==> src/rtl/f1_pkg.sv <==
// rtl/f1_pkg.sv - shared types and constants for the F1 reaction timer
package f1_pkg;

    typedef enum logic [2:0] {
        IDLE,
        ARM,
        DELAY,
        WAIT_PRESS,
        DONE,
        FAULT
    } state_t;

    localparam int              LFSR_W    = 7;
    localparam logic [LFSR_W-1:0] LFSR_SEED = 7'h01;

    // x^7 + x^6 + 1: feedback taken from bits 6 and 5
    localparam int TAP_HI = 6;
    localparam int TAP_LO = 5;

endpackage

==> src/rtl/f1_lfsr.sv <==
// rtl/f1_lfsr.sv - free-running 7-bit Fibonacci LFSR, never reaches zero
module f1_lfsr
    import f1_pkg::*;
(
    input  logic              clk,
    input  logic              rst_n,
    output logic [LFSR_W-1:0] lfsr
);

    logic [LFSR_W-1:0] lfsr_q, lfsr_d;

    always_comb begin
        lfsr_d = {lfsr_q[LFSR_W-2:0], lfsr_q[TAP_HI] ^ lfsr_q[TAP_LO]};
    end

    always_ff @(posedge clk or negedge rst_n) begin
        if (!rst_n) begin
            lfsr_q <= LFSR_SEED;
        end else begin
            lfsr_q <= lfsr_d;
        end
    end

    assign lfsr = lfsr_q;

endmodule

==> src/rtl/f1_reaction_timer.sv <==
// rtl/f1_reaction_timer.sv - random lights-out delay and reaction timing; F1_BEST_TIME_EN keeps best time
module f1_reaction_timer
    import f1_pkg::*;
#(
    parameter int TICK_DIV  = 1000,
    parameter int CNT_W     = 16,
    parameter int MIN_DELAY = 8
) (
    input  logic             clk,
    input  logic             rst,
    input  logic             cmd_delay,
    input  logic             button,
    output logic             lights_out,
    output logic [CNT_W-1:0] react_time,
    output logic             valid,
    output logic             false_start,
    output logic             busy,
    output logic [CNT_W-1:0] best_time
);

    localparam int               PRESC_W = (TICK_DIV > 1) ? $clog2(TICK_DIV) : 1;
    localparam int               DLY_W   = $clog2((1 << LFSR_W) + MIN_DELAY);
    localparam logic [CNT_W-1:0] CNT_MAX = '1;

    state_t             state_q, state_d;
    logic               cmd_q, cmd_d;
    logic [PRESC_W-1:0] presc_q, presc_d;
    logic [DLY_W-1:0]   delay_q, delay_d;
    logic [CNT_W-1:0]   react_cnt_q, react_cnt_d;
    logic [CNT_W-1:0]   react_time_q, react_time_d;
    logic [LFSR_W-1:0]  lfsr;
    logic               start, tick, sat_timeout;

    f1_lfsr u_lfsr (
        .clk   (clk),
        .rst_n (rst),
        .lfsr  (lfsr)
    );

    assign start       = cmd_delay & ~cmd_q;
    assign tick        = (presc_q == PRESC_W'(TICK_DIV - 1));
    assign sat_timeout = (state_q == WAIT_PRESS) && !button && tick && (react_cnt_q == CNT_MAX);

    always_comb begin
        state_d      = state_q;
        cmd_d        = cmd_delay;
        presc_d      = tick ? '0 : presc_q + PRESC_W'(1);
        delay_d      = delay_q;
        react_cnt_d  = react_cnt_q;
        react_time_d = react_time_q;
        case (state_q)
            IDLE: begin
                if (start) state_d = ARM;
            end
            ARM: begin
                delay_d = DLY_W'(lfsr) + DLY_W'(MIN_DELAY);
                presc_d = '0;
                state_d = DELAY;
            end
            DELAY: begin
                // an early press wins over an expiry tick in the same cycle
                if (button) begin
                    state_d = FAULT;
                end else if (tick) begin
                    delay_d = delay_q - DLY_W'(1);
                    if (delay_q == DLY_W'(1)) begin
                        state_d     = WAIT_PRESS;
                        presc_d     = '0;
                        react_cnt_d = '0;
                    end
                end
            end
            WAIT_PRESS: begin
                if (button) begin
                    react_time_d = react_cnt_q;
                    state_d      = DONE;
                end else if (sat_timeout) begin
                    react_time_d = CNT_MAX;
                    state_d      = DONE;
                end else if (tick) begin
                    react_cnt_d = react_cnt_q + CNT_W'(1);
                end
            end
            DONE: begin
                state_d = IDLE;
            end
            FAULT: begin
                if (!button && !cmd_delay) state_d = IDLE;
            end
            default: begin
                state_d = IDLE;
            end
        endcase
    end

    always_ff @(posedge clk or negedge rst) begin
        if (!rst) begin
            state_q      <= IDLE;
            cmd_q        <= 1'b0;
            presc_q      <= '0;
            delay_q      <= '0;
            react_cnt_q  <= '0;
            react_time_q <= '0;
        end else begin
            state_q      <= state_d;
            cmd_q        <= cmd_d;
            presc_q      <= presc_d;
            delay_q      <= delay_d;
            react_cnt_q  <= react_cnt_d;
            react_time_q <= react_time_d;
        end
    end

`ifdef F1_BEST_TIME_EN
    logic [CNT_W-1:0] best_q, best_d;
    logic             timeout_q, timeout_d;

    // timeout_q remembers how the last WAIT_PRESS ended, so DONE can skip timeouts
    always_comb begin
        timeout_d = (state_q == WAIT_PRESS) ? sat_timeout : timeout_q;
        best_d    = best_q;
        if ((state_q == DONE) && !timeout_q && (react_time_q < best_q)) begin
            best_d = react_time_q;
        end
    end

    always_ff @(posedge clk or negedge rst) begin
        if (!rst) begin
            best_q    <= '1;
            timeout_q <= 1'b0;
        end else begin
            best_q    <= best_d;
            timeout_q <= timeout_d;
        end
    end

    assign best_time = best_q;
`else
    assign best_time = '1;
`endif

    assign lights_out  = (state_q == WAIT_PRESS);
    assign valid       = (state_q == DONE);
    assign false_start = (state_q == FAULT);
    assign busy        = (state_q != IDLE);
    assign react_time  = react_time_q;

endmodule

==> config.mk <==
export PLATFORM = sky130hd
export DESIGN_NAME = f1_reaction_timer
export DESIGN_NICKNAME = d
export VERILOG_FILES = /design/src/rtl/f1_pkg.sv /design/src/rtl/f1_lfsr.sv /design/src/rtl/f1_reaction_timer.sv
export SDC_FILE = /design/constraint.sdc
export NUM_CORES = 1
export LEC_CHECK = 0
export ABC_AREA = 1
export BUFFER_PORTS_ARGS = -buffer_cell sky130_fd_sc_hd__buf_2
export CELL_PAD_IN_SITES_DETAIL_PLACEMENT = 0
export CELL_PAD_IN_SITES_GLOBAL_PLACEMENT = 1
export CORE_ASPECT_RATIO = 1.25
export CORE_MARGIN = 5
export CORE_UTILIZATION = 35
export CTS_CLUSTER_SIZE = 14
export DETAILED_ROUTE_END_ITERATION = 8
export GPL_ROUTABILITY_DRIVEN = 1
export PLACE_DENSITY = 0.71
export REMOVE_ABC_BUFFERS = 1
export SLEW_MARGIN = 20
export SYNTH_ARGS = -nofsm -noshare
export SYNTH_HDL_FRONTEND = slang
export SYNTH_HIERARCHICAL = 1
export SYNTH_SLANG_ARGS = --single-unit
==> constraint.sdc <==
create_clock -name clk -period 1.74 [get_ports clk]
set_input_delay 0.348 -clock clk [delete_from_list [all_inputs] [get_ports clk]]
set_output_delay 0.348 -clock clk [all_outputs]
set_load 0.01 [all_outputs]
Yosys cells after proc, flatten, opt, wreduce, memory -nomap -nowiden
Index checks and enable logic that the tools add are counted.
- reductions and logical operators: 15
- multiplexer cells: 25
- shift-type cells: 0
- div/mod/pow operators: 0
- bitwise gates (word level): 3
- add/subtract/negate cells: 4
- $mul: 0
- $lt $le $gt $ge: 0
- eq/ne operators: 19
- operators by type and width (cell ; number):
    two-way mux 16 bit ; 8
    two-way mux 10 bit ; 4
    one-hot mux 16 bit (2 select lines) ; 1
    two-way mux 3 bit ; 7
    one-hot mux 10 bit (2 select lines) ; 1
    adder 16 x 1 -> 16 bit (second input constant) ; 1
    equality test 16 bit (second input constant) ; 1
    two-way mux 8 bit ; 2
    one-hot mux 8 bit (2 select lines) ; 1
    one-hot mux 3 bit (5 select lines) ; 1
    != test 2 bit (second input constant) ; 6
    adder 10 x 1 -> 10 bit (second input constant) ; 1
    equality test 10 bit (second input constant) ; 1
    adder 7 x 4 -> 8 bit (second input constant) ; 1
    equality test 8 x 1 -> 1 bit (second input constant) ; 1
    subtractor 8 x 1 -> 8 bit (second input constant) ; 1
    AND reduction 7 bit ; 1
    equality test 3 x 2 -> 1 bit (second input constant) ; 2
    equality test 3 bit (second input constant) ; 2
    != test 3 bit (second input constant) ; 2
    nonzero test 2 bit ; 3
    AND reduction 5 bit ; 1
    logical AND 1 bit ; 4
    != test 2 x 1 -> 1 bit (second input constant) ; 2
    other kinds (10) ; 11
- register bits: 61
- memories kept: 0
- bits in writable memories: 0
- word-level logic and storage cells: 73
- ROM bits: 0
- latch bits: 0
- output and inout bits: 36
- input port bits: 4

Depth between registers and ports, before layout
Gate-level depths: netlist of the first run.
- word-level depth: 7
- gate-level depth with buffers: 11
- mapped depth without buffers: 10

By module
The synthesis of the first run kept the hierarchy.
- modules (own cells, without submodules) (module ; sequential area each (µm²) ; cells each ; times used ; area each (µm²)):
    f1_reaction_timer ; 1351.3 ; 438 ; 1 ; 3175.5
    f1_lfsr ; 176.4 ; 18 ; 1 ; 240.2

Least setup slack after synthesis of the first run
No wires, ideal clock.
- kind: reg-to-reg
- start point: reg react_cnt_q[1]
- end point: reg react_cnt_q[10]
- clock period less this slack: 1640 ps
- cell stages (with the launch flop): 12
- buffers on the path: 1
- setup time: 117 ps
- data required time: 1623 ps
- arrival time: 1523 ps
- slack: 100 ps
- cell sequence: dfrtp_1 -> ha_1 -> nand2_1 -> nor2_1 -> nand2_1 -> nor2_1 -> nand2_1 -> nand2_2 -> nor2_4 -> buf_4 -> nand3_1 -> nand2_1
- longest elaborated chain between the ends: 5
- elaborated cells between the ends (all ways): 9
- those cells by class: add/sub (1); eq/ne (2); mux (4); reduce/logical (2)
- ends and longest elaborated chain (what ; line ; RTL):
    start: declaration ; f1_reaction_timer.sv:29 ; logic [CNT_W-1:0] react_cnt_q, react_cnt_d;
    start signal: assignment ; f1_reaction_timer.sv:109 ; react_cnt_q <= react_cnt_d;
    adder 16 x 1 -> 16 bit ; f1_reaction_timer.sv:81 ; react_cnt_d = react_cnt_q + CNT_W'(1);
    two-way mux 16 bit ; f1_reaction_timer.sv:80 ; end else if (tick) begin
    two-way mux 16 bit ; f1_reaction_timer.sv:77 ; end else if (sat_timeout) begin
    two-way mux 16 bit ; f1_reaction_timer.sv:74 ; if (button) begin
    one-hot mux 16 bit (2 select lines) ; f1_reaction_timer.sv:51 ; case (state_q)
Parallel ways exist; a longest one is shown, timed or not. The select of a mux whose other input is x is not followed.
A chain may end at the register's enable or synchronous reset.

Final worst setup path of the first run
- start point: reg state_q[2]
- end point: out lights_out
- longest elaborated chain between the ends: 1
- ends and longest elaborated chain (what ; line ; RTL):
    start: declaration ; f1_reaction_timer.sv:25 ; state_t state_q, state_d;
    start signal: assignment ; f1_reaction_timer.sv:105 ; state_q <= state_d;
    equality test 3 x 2 -> 1 bit ; f1_reaction_timer.sv:142 ; assign lights_out = (state_q == WAIT_PRESS);
    end: declaration ; f1_reaction_timer.sv:13 ; output logic lights_out,
No other way between the ends.

==> summary.txt, run 1 <==
Outcome
  • Status: finished clean

Yosys
  • Flip-flop and latch count after synthesis: 61
  • Post-synth ARST share: 100.0%
  • Ranking of synthesized cells by area: dfrtp_1, nand2_1, nor2_1
  • Post-synthesis sequential area ratio: 44.73%
  • Synth Instances: around 460
  • Main synth FF type: dfrtp_1
  • Synth top area share: 43.96%
  • Syn. warnings: 6
  • Distinct cells, synth: 31
  • Post-synth EDFFs: 0
  • Syn Std Cell Area: 3416 µm²
  • Mean Syn Cell Area: 7.491 µm²
  • Dominant cell type by area after synthesis: dfrtp_1

Route
  • WL per Instance: 12.18 µm
  • DRT iter0 DRCs: between 90 and 100
  • Via density: 4.502
  • Vias: 2868
  • Post-Route WL: 7.758 mm
  • ANT nets after route: 0
  • TritonRoute pass-1 iters: 5
  • DRC viols: 0

Placement
  • DPL Wire Length: 5.364 mm
  • Worst slack, placed: -0.04451 ns
  • Placed Instances: 615
  • GPL Wtd Cong: 0.7760
  • PortBufs: 23

Cells and area
  • Share of layout cells above drive strength 1: about a fifth
  • Ant diodes: 0
  • Synth-to-Final Area Change: 22.09%
  • Filler Cell Count: 1005
  • Commonest non-fill, non-tap cell in the layout: nand2_1
  • Post-route insts no fill: 637
  • Core Util, Final: 43.63%
  • Commonest cells after routing, fill and taps aside: nand2_1, nor2_1, dfrtp_1, nand3_1
  • Fin nets: 515

Critical path
  • R2R Setup Slk: 0.11 ns
  • CP Cell Sequence: inv_2, nand2_2, nor2_4, buf_12, buf_2
  • Max incr delay on CP: 0.40 ns
  • CP arrival: 1.30 ns
  • Critical-path maximum fanout: 5
  • Data required time at the worst endpoint: 1.39 ns
  • Crit Path Category: reg -> out
  • Slowest CP cell: dfrtp_1
  • CP Capture Type: output pin
  • Startpoint Class: flip-flop

Floorplanning
  • Die X: 98.36 µm
  • Die H: about 120 µm
  • Number of I/O pins: 40
  • DIE AREA: ~12000 µm²
  • Core outline area: 9559 µm²
  • Num rows: 40
  • Initial Utilization: 35.73%

Power
  • Static Leak: 2.021 nW
  • Max IR drop VDD: 0.6740 mV
  • P per Cell Area: 1431 nW/µm²

STA
  • Final setup fails: 0
  • Slew Limit Fails: 0
  • Post-layout min period: 1.643 ns
  • Setup ws final: 0.09665 ns
  • Final Skew: between 0.006 and 0.007 ns
  • Fin crit share: 94.45%
  • Final Hold Viols: 0
  • Max Freq: ~610 MHz
  • RSZ-0062 raised after global routing: true

Run
  • Max cap viols: 0

Clock network
  • Bufs on Longest Clock Path: 2
  • Reg clk slew, reported paths: 0.05 ns
  • TritonCTS Buffers: 9
  • Clk sink count: 61
  • H-tree depth: 3
  • Clk_lat worst skew: 0.33 ns
  • CTS tree: done
  • Cts hold-fix bufs: 0
  • Root Driver: clkbuf_16

Global route
  • Largest net degree at the start of global routing: 62
  • GRT overflow: 0
  • First-pass GRT wire length: 13.08 mm
  • Initial antenna violation count: 0
  • Total GRT Usage: 13.84%
  • Vias in the first global route: around 2.8k

Hold path
  • Hold WC Path Type: in -> async
==> state kept, by name, indices dropped and copies added, names as in the netlist <==
signal       cells
delay_q          8
react_time      16
state_q          3
react_cnt_q     16
cmd_q            1
presc_q         10
u_lfsr/lfsr      7
==> stage by stage <==
stage	total power [W]	instance area, µm²	TNS, ns	hold WS, ns
finish	0.005966	4170	0	0.01349
floorplan	0.003276	3253	-0.2354	0.05241
global placement	0.004066	3734	0	0.3605
detailed placement	0.004088	3734	-0.3553	0.3642
global route	0.006438	4170	-0.07638	0.06973
CTS	0.005942	4063	0	0.05548
==> synth_stat cells, types with 2 or more instances <==
cell      count
a21oi_1      11
a31oi_1       3
buf_2         4
buf_4        24
clkbuf_1      2
dfrtp_1      60
ha_1          5
inv_1        30
inv_2         3
nand2_1     106
nand2_2       5
nand3_1      36
nand3_2       3
nand4_1       4
nor2_1      106
nor2_4        3
nor3_1        9
o211ai_1      2
o21ai_0      15
o21ai_1       2
or2_2         3
xnor2_1       4
xor2_1        8
==> path summary, 6_finish.rpt <==
check | startpoint | end | cells past startpoint
max in group asynchronous | rst | u_lfsr/lfsr[0]$_DFF_PN1_ | 2
worst max-delay path | state_q[2]$_DFFE_PN0P_ | lights_out | 5
min in group clk | cmd_delay | cmd_q$_DFF_PN0_ | 1
worst max register to register | presc_q[0]$_DFF_PN0_ | react_cnt_q[12]$_DFFE_PN0P_ | 11
worst min-delay path | rst | react_time[3]$_DFFE_PN0P_ | 2
worst min register to register | u_lfsr/lfsr[1]$_DFF_PN0_ | u_lfsr/lfsr[2]$_DFF_PN0_ | 0
==> layer usage <==
metal  global-route usage [%]  vias to the layer above  wire (µm)
met5                        0                        -          0
met4                    7.173                        0        173
met3                    2.827                       13        240
met2                    23.86                       36       3911
met1                    16.11                     1306       3433
li1                         -                     1513          -
==> critical path: cells and delay by family (launching register included) <==
family | cells | cell delay (ns)
DFF | 1 | 0.40
buffers and inverters | 3 | 0.33
and+or+nand+nor | 2 | 0.24
==> what timing repair did <==
action,CTS,global route
setup endpoints to repair,13,38
buffers inserted,2,3
pin swaps,1,6
gates cloned,0,1
resized for setup,0,19
==> kinds of logic (layout without fill, tap and decap cells) <==
group	after synthesis	count (layout)	share of synthesized area, %
and+or+nand+nor	278	279	34.65
buffers and inverters	64	103	10.04
DFF	61	61	44.73
AOI/OAI and AO/OA	35	35	5.568
xor gates and xnor gates	12	12	3.077
adders and majority gates	5	5	1.832
other	1	16	0.1098
==> power breakdown <==
| group | internal, W | total [W] | leakage (nW) | switching (W) |
|---|---|---|---|---|
| Sequential | 0.00177 | 0.00200 | 0.788 | 0.000224 |
| Clock | 0.00116 | 0.00178 | 0.149 | 0.000623 |
| Combinational | 0.000875 | 0.00219 | 1.08 | 0.00131 |
| Total | 0.00381 | 0.00597 | 2.02 | 0.00216 |
==> area by class of cell <==
type,count,area [µm²],share of cell area (%)
Multi-Input combinational cell,347,1670,40.05
Tap cell,126,157.7,3.780
Sequential cell,61,1528,36.63
Clock buffer,16,301.5,7.231
Inverter,33,123.9,2.970
Timing Repair Buffer,54,389.1,9.331
No activity file was read; power rests on OpenSTA's default activity.
==> run 2: changes to the inputs <==
--- a/config.mk
+++ b/config.mk
@@ -15,10 +15,9 @@
 export CTS_CLUSTER_SIZE = 14
 export DETAILED_ROUTE_END_ITERATION = 8
 export GPL_ROUTABILITY_DRIVEN = 1
-export PLACE_DENSITY = 0.71
+export PLACE_DENSITY = 0.7
 export REMOVE_ABC_BUFFERS = 1
 export SLEW_MARGIN = 20
 export SYNTH_ARGS = -nofsm -noshare
 export SYNTH_HDL_FRONTEND = slang
-export SYNTH_HIERARCHICAL = 1
 export SYNTH_SLANG_ARGS = --single-unit
==> run 2 against run 1 <==
First-iteration DRC count is 33% higher. Clock skew grew 0.0069 ns. Power grew 0.70%. Critical path depth fell by 2. Clock-buffer cell count shrank 1. Non-clock buffer count rose by 10.
==> summary.txt, run 2 <==
Power
  • Static Leak: approximately 2.1 nW
  • Clock power frac: 30.3%
  • Internal: roughly 0.0039 W
  • Combinational share of power: 37.0%
  • Switching share of power: 35.85%
  • Max IR drop VDD: between 0.6 and 0.7 mV
  • Sequential share of power: 32.7%
  • NetSw: between 0.002 and 0.0025 W
  • P per Cell Area: 1424 nW/µm²

Placement
  • GPL Wtd Cong: around 0.86
  • PortBufs: 23
  • DPL Wire Length: between 5 and 6 mm

Yosys
  • Synth top area share: between 40% and 50%
  • Distinct cells, synth: 34
  • Post-synth EDFFs: 0
  • Post-synth ARST share: 100.0%
  • Post-synthesis sequential area ratio: 44.76%
  • Dominant cell type by area after synthesis: dfrtp_1
  • Flip-flop and latch count after synthesis: 61
  • Count leader, synth: nand2_1
  • Syn Std Cell Area: 3413 µm²
  • Syn. warnings: 0
  • Most common library cells after synthesis: nand2_1, nor2_1, dfrtp_1
  • Mean Syn Cell Area: 7.775 µm²
  • Ranking of synthesized cells by area: dfrtp_1, nand2_1, nor2_1
  • Synth Instances: 439
  • Main synth FF type: dfrtp_1

Critical path
  • Startpoint Class: flip-flop
  • Data required time at the worst endpoint: around 1.4 ns
  • Critical-path maximum fanout: 5
  • FF-to-FF path depth: 11
  • Crit Path Category: reg -> out
  • CP Capture Type: output pin
  • CP arrival: 1.27 ns

Clock network
  • Bufs on Longest Clock Path: 2
  • Root Driver: clkbuf_16
  • Cts hold-fix bufs: 0
  • CTS tree: done
  • Reg clk slew, reported paths: 0.06 ns
  • TritonCTS Buffers: 9
  • H-tree depth: 3
  • Clk sink count: 61
  • Clk_lat worst skew: 0.33 ns

Hold path
  • Hold WC Path Type: in -> async

Cells and area
  • Synth-to-Final Area Change: 23.57%
  • Ant diodes: 0
  • Share of layout cells above drive strength 1: 22.05%
  • Commonest non-fill, non-tap cell in the layout: nand2_1
  • Fin nets: 513
  • Commonest cells after routing, fill and taps aside: nand2_1, nor2_1, dfrtp_1, inv_1, buf_4
  • Core Util, Final: 44.12%

STA
  • Slew Limit Fails: 0
  • TNS Setup: 0 ns
  • Slew HR: 62.09%
  • RSZ-0062 raised after global routing: true
  • Final setup fails: 0
  • Post-layout min period: 1.622 ns
  • Final Hold Viols: 0
  • Slew @ Worst Pin: 0.5680 ns
  • Final Skew: ~0.013 ns
  • Fin crit share: 93.24%
  • Max Freq: 616.4 MHz

Run
  • Max cap viols: 0

Global route
  • GRT overflow: 0
  • Total GRT Usage: around 14%
  • Largest net degree at the start of global routing: 35
  • Met1 usage: 15.56%
  • Vias in the first global route: 2785
  • First-pass GRT wire length: around 13 mm
  • Met3 GRT Util: a little over 3%
  • GR Layer Usage met2: 24.49%
  • Initial antenna violation count: 0
  • Top Usage Layer GRT: met2

Floorplanning
  • Die H: 120.4 µm
  • Number of I/O pins: 40
  • DIE AREA: 11840 µm²
  • Die X: 98.33 µm
  • Num rows: 40
  • Initial Utilization: a little over a third
  • Core outline area: between 9000 and 10000 µm²

Route
  • Vias: 2918
  • DRT iter0 DRCs: 129
  • Post-Route WL: 7.825 mm
  • DRC viols: 0
  • ANT nets after route: 0
  • WL per Instance: about 12 µm
  • Via density: between 4 and 5
  • TritonRoute pass-1 iters: 5

Outcome
  • Status: finished clean
[run 2: changes by cell type in the layout (fill, tap and decap cells not counted), moves of 3 or more]
cell | previous run | this run
nor3_1 | 9 | 6
a31oi_1 | 3 | 19
nand3_1 | 36 | 33
buf_4 | 27 | 39
inv_1 | 27 | 39
xor2_1 | 8 | 11
nand2_1 | 105 | 99
nor2_1 | 98 | 68
[run 2: path summary, 6_finish.rpt]
kind | startpoint | to | slack [ns]
max | state_q[1]$_DFFE_PN0P_ | false_start | 0.12
min | rst | react_time[9]$_DFFE_PN0P_ | 0.03
max reg2reg | presc_q[1]$_DFF_PN0_ | react_cnt_q[9]$_DFFE_PN0P_ | 0.13
min reg2reg | u_lfsr.lfsr[2]$_DFF_PN0_ | u_lfsr.lfsr[3]$_DFF_PN0_ | 0.38
max in group asynchronous | rst | presc_q[6]$_DFF_PN0_ | 1.36
min in group clk | cmd_delay | cmd_q$_DFF_PN0_ | 0.16
[run 2: logic make-up after synthesis]
kind of cell               Yosys count  share of synthesized area (%)
AOI/OAI and AO/OA                   51                          8.541
xor gates and xnor gates            14                          3.592
adders and majority gates            6                          2.199
buffers and inverters               72                          10.30
DFF                                 61                          44.76
other                                1                         0.1099
and+or+nand+nor                    234                          30.50
[run 2: timing repair]
item,in CTS,in global routing
buffers inserted,0,2
setup endpoints to repair,0,40
endpoints found under the hold margin,0,0
gates resized for setup,0,8
[run 2: power groups by stage]
stage,clock [W],combinational [W],sequential [W]
6_report,0.00182,0.00222,0.00196
5_1_grt,0.00194,0.00247,0.00202
4_1_cts,0.00188,0.00222,0.00198
3_5_place_dp,0,0.00221,0.00200
3_3_place_gp,0,0.00219,0.00198
2_1_floorplan,0,0.00124,0.00210
[run 2: per-stage QoR]
stage	setup slack, ns	total power, W	hold slack (ns)	cell area (µm²)	cells
after floorplan	-0.05871	0.003339	0.05241	3291	428
after global placement	0.1227	0.004166	0.3688	3869	616
after detailed placement	0.06518	0.004205	0.3720	3869	616
after CTS	0.05147	0.006068	0.03741	4177	632
after global routing	-0.01043	0.006432	0.06714	4218	634
final	0.1177	0.006008	0.03211	4218	634
[run 2: worst max-delay path, stage by stage (launching register included)]
cell     delay (ns)
dfrtp_1        0.39
buf_4          0.16
nor3_1         0.22
buf_2          0.17
[run 2: final cells by class]
cell class	count	area (µm²)
well taps	126	157.7
repair buffers	64	439.2
flip-flops and latches	61	1528
fillers	981	5341
multi-input cells	321	1613
inverters	46	172.7
clock inverters	1	30.03
clock buffers	15	277.8
[run 2: routing by layer]
metal | wire (µm) | vias to the layer above
met5 | 0 | -
met4 | 211 | 0
met3 | 219 | 18
met2 | 4160 | 39
met1 | 3234 | 1357
li1 | - | 1504
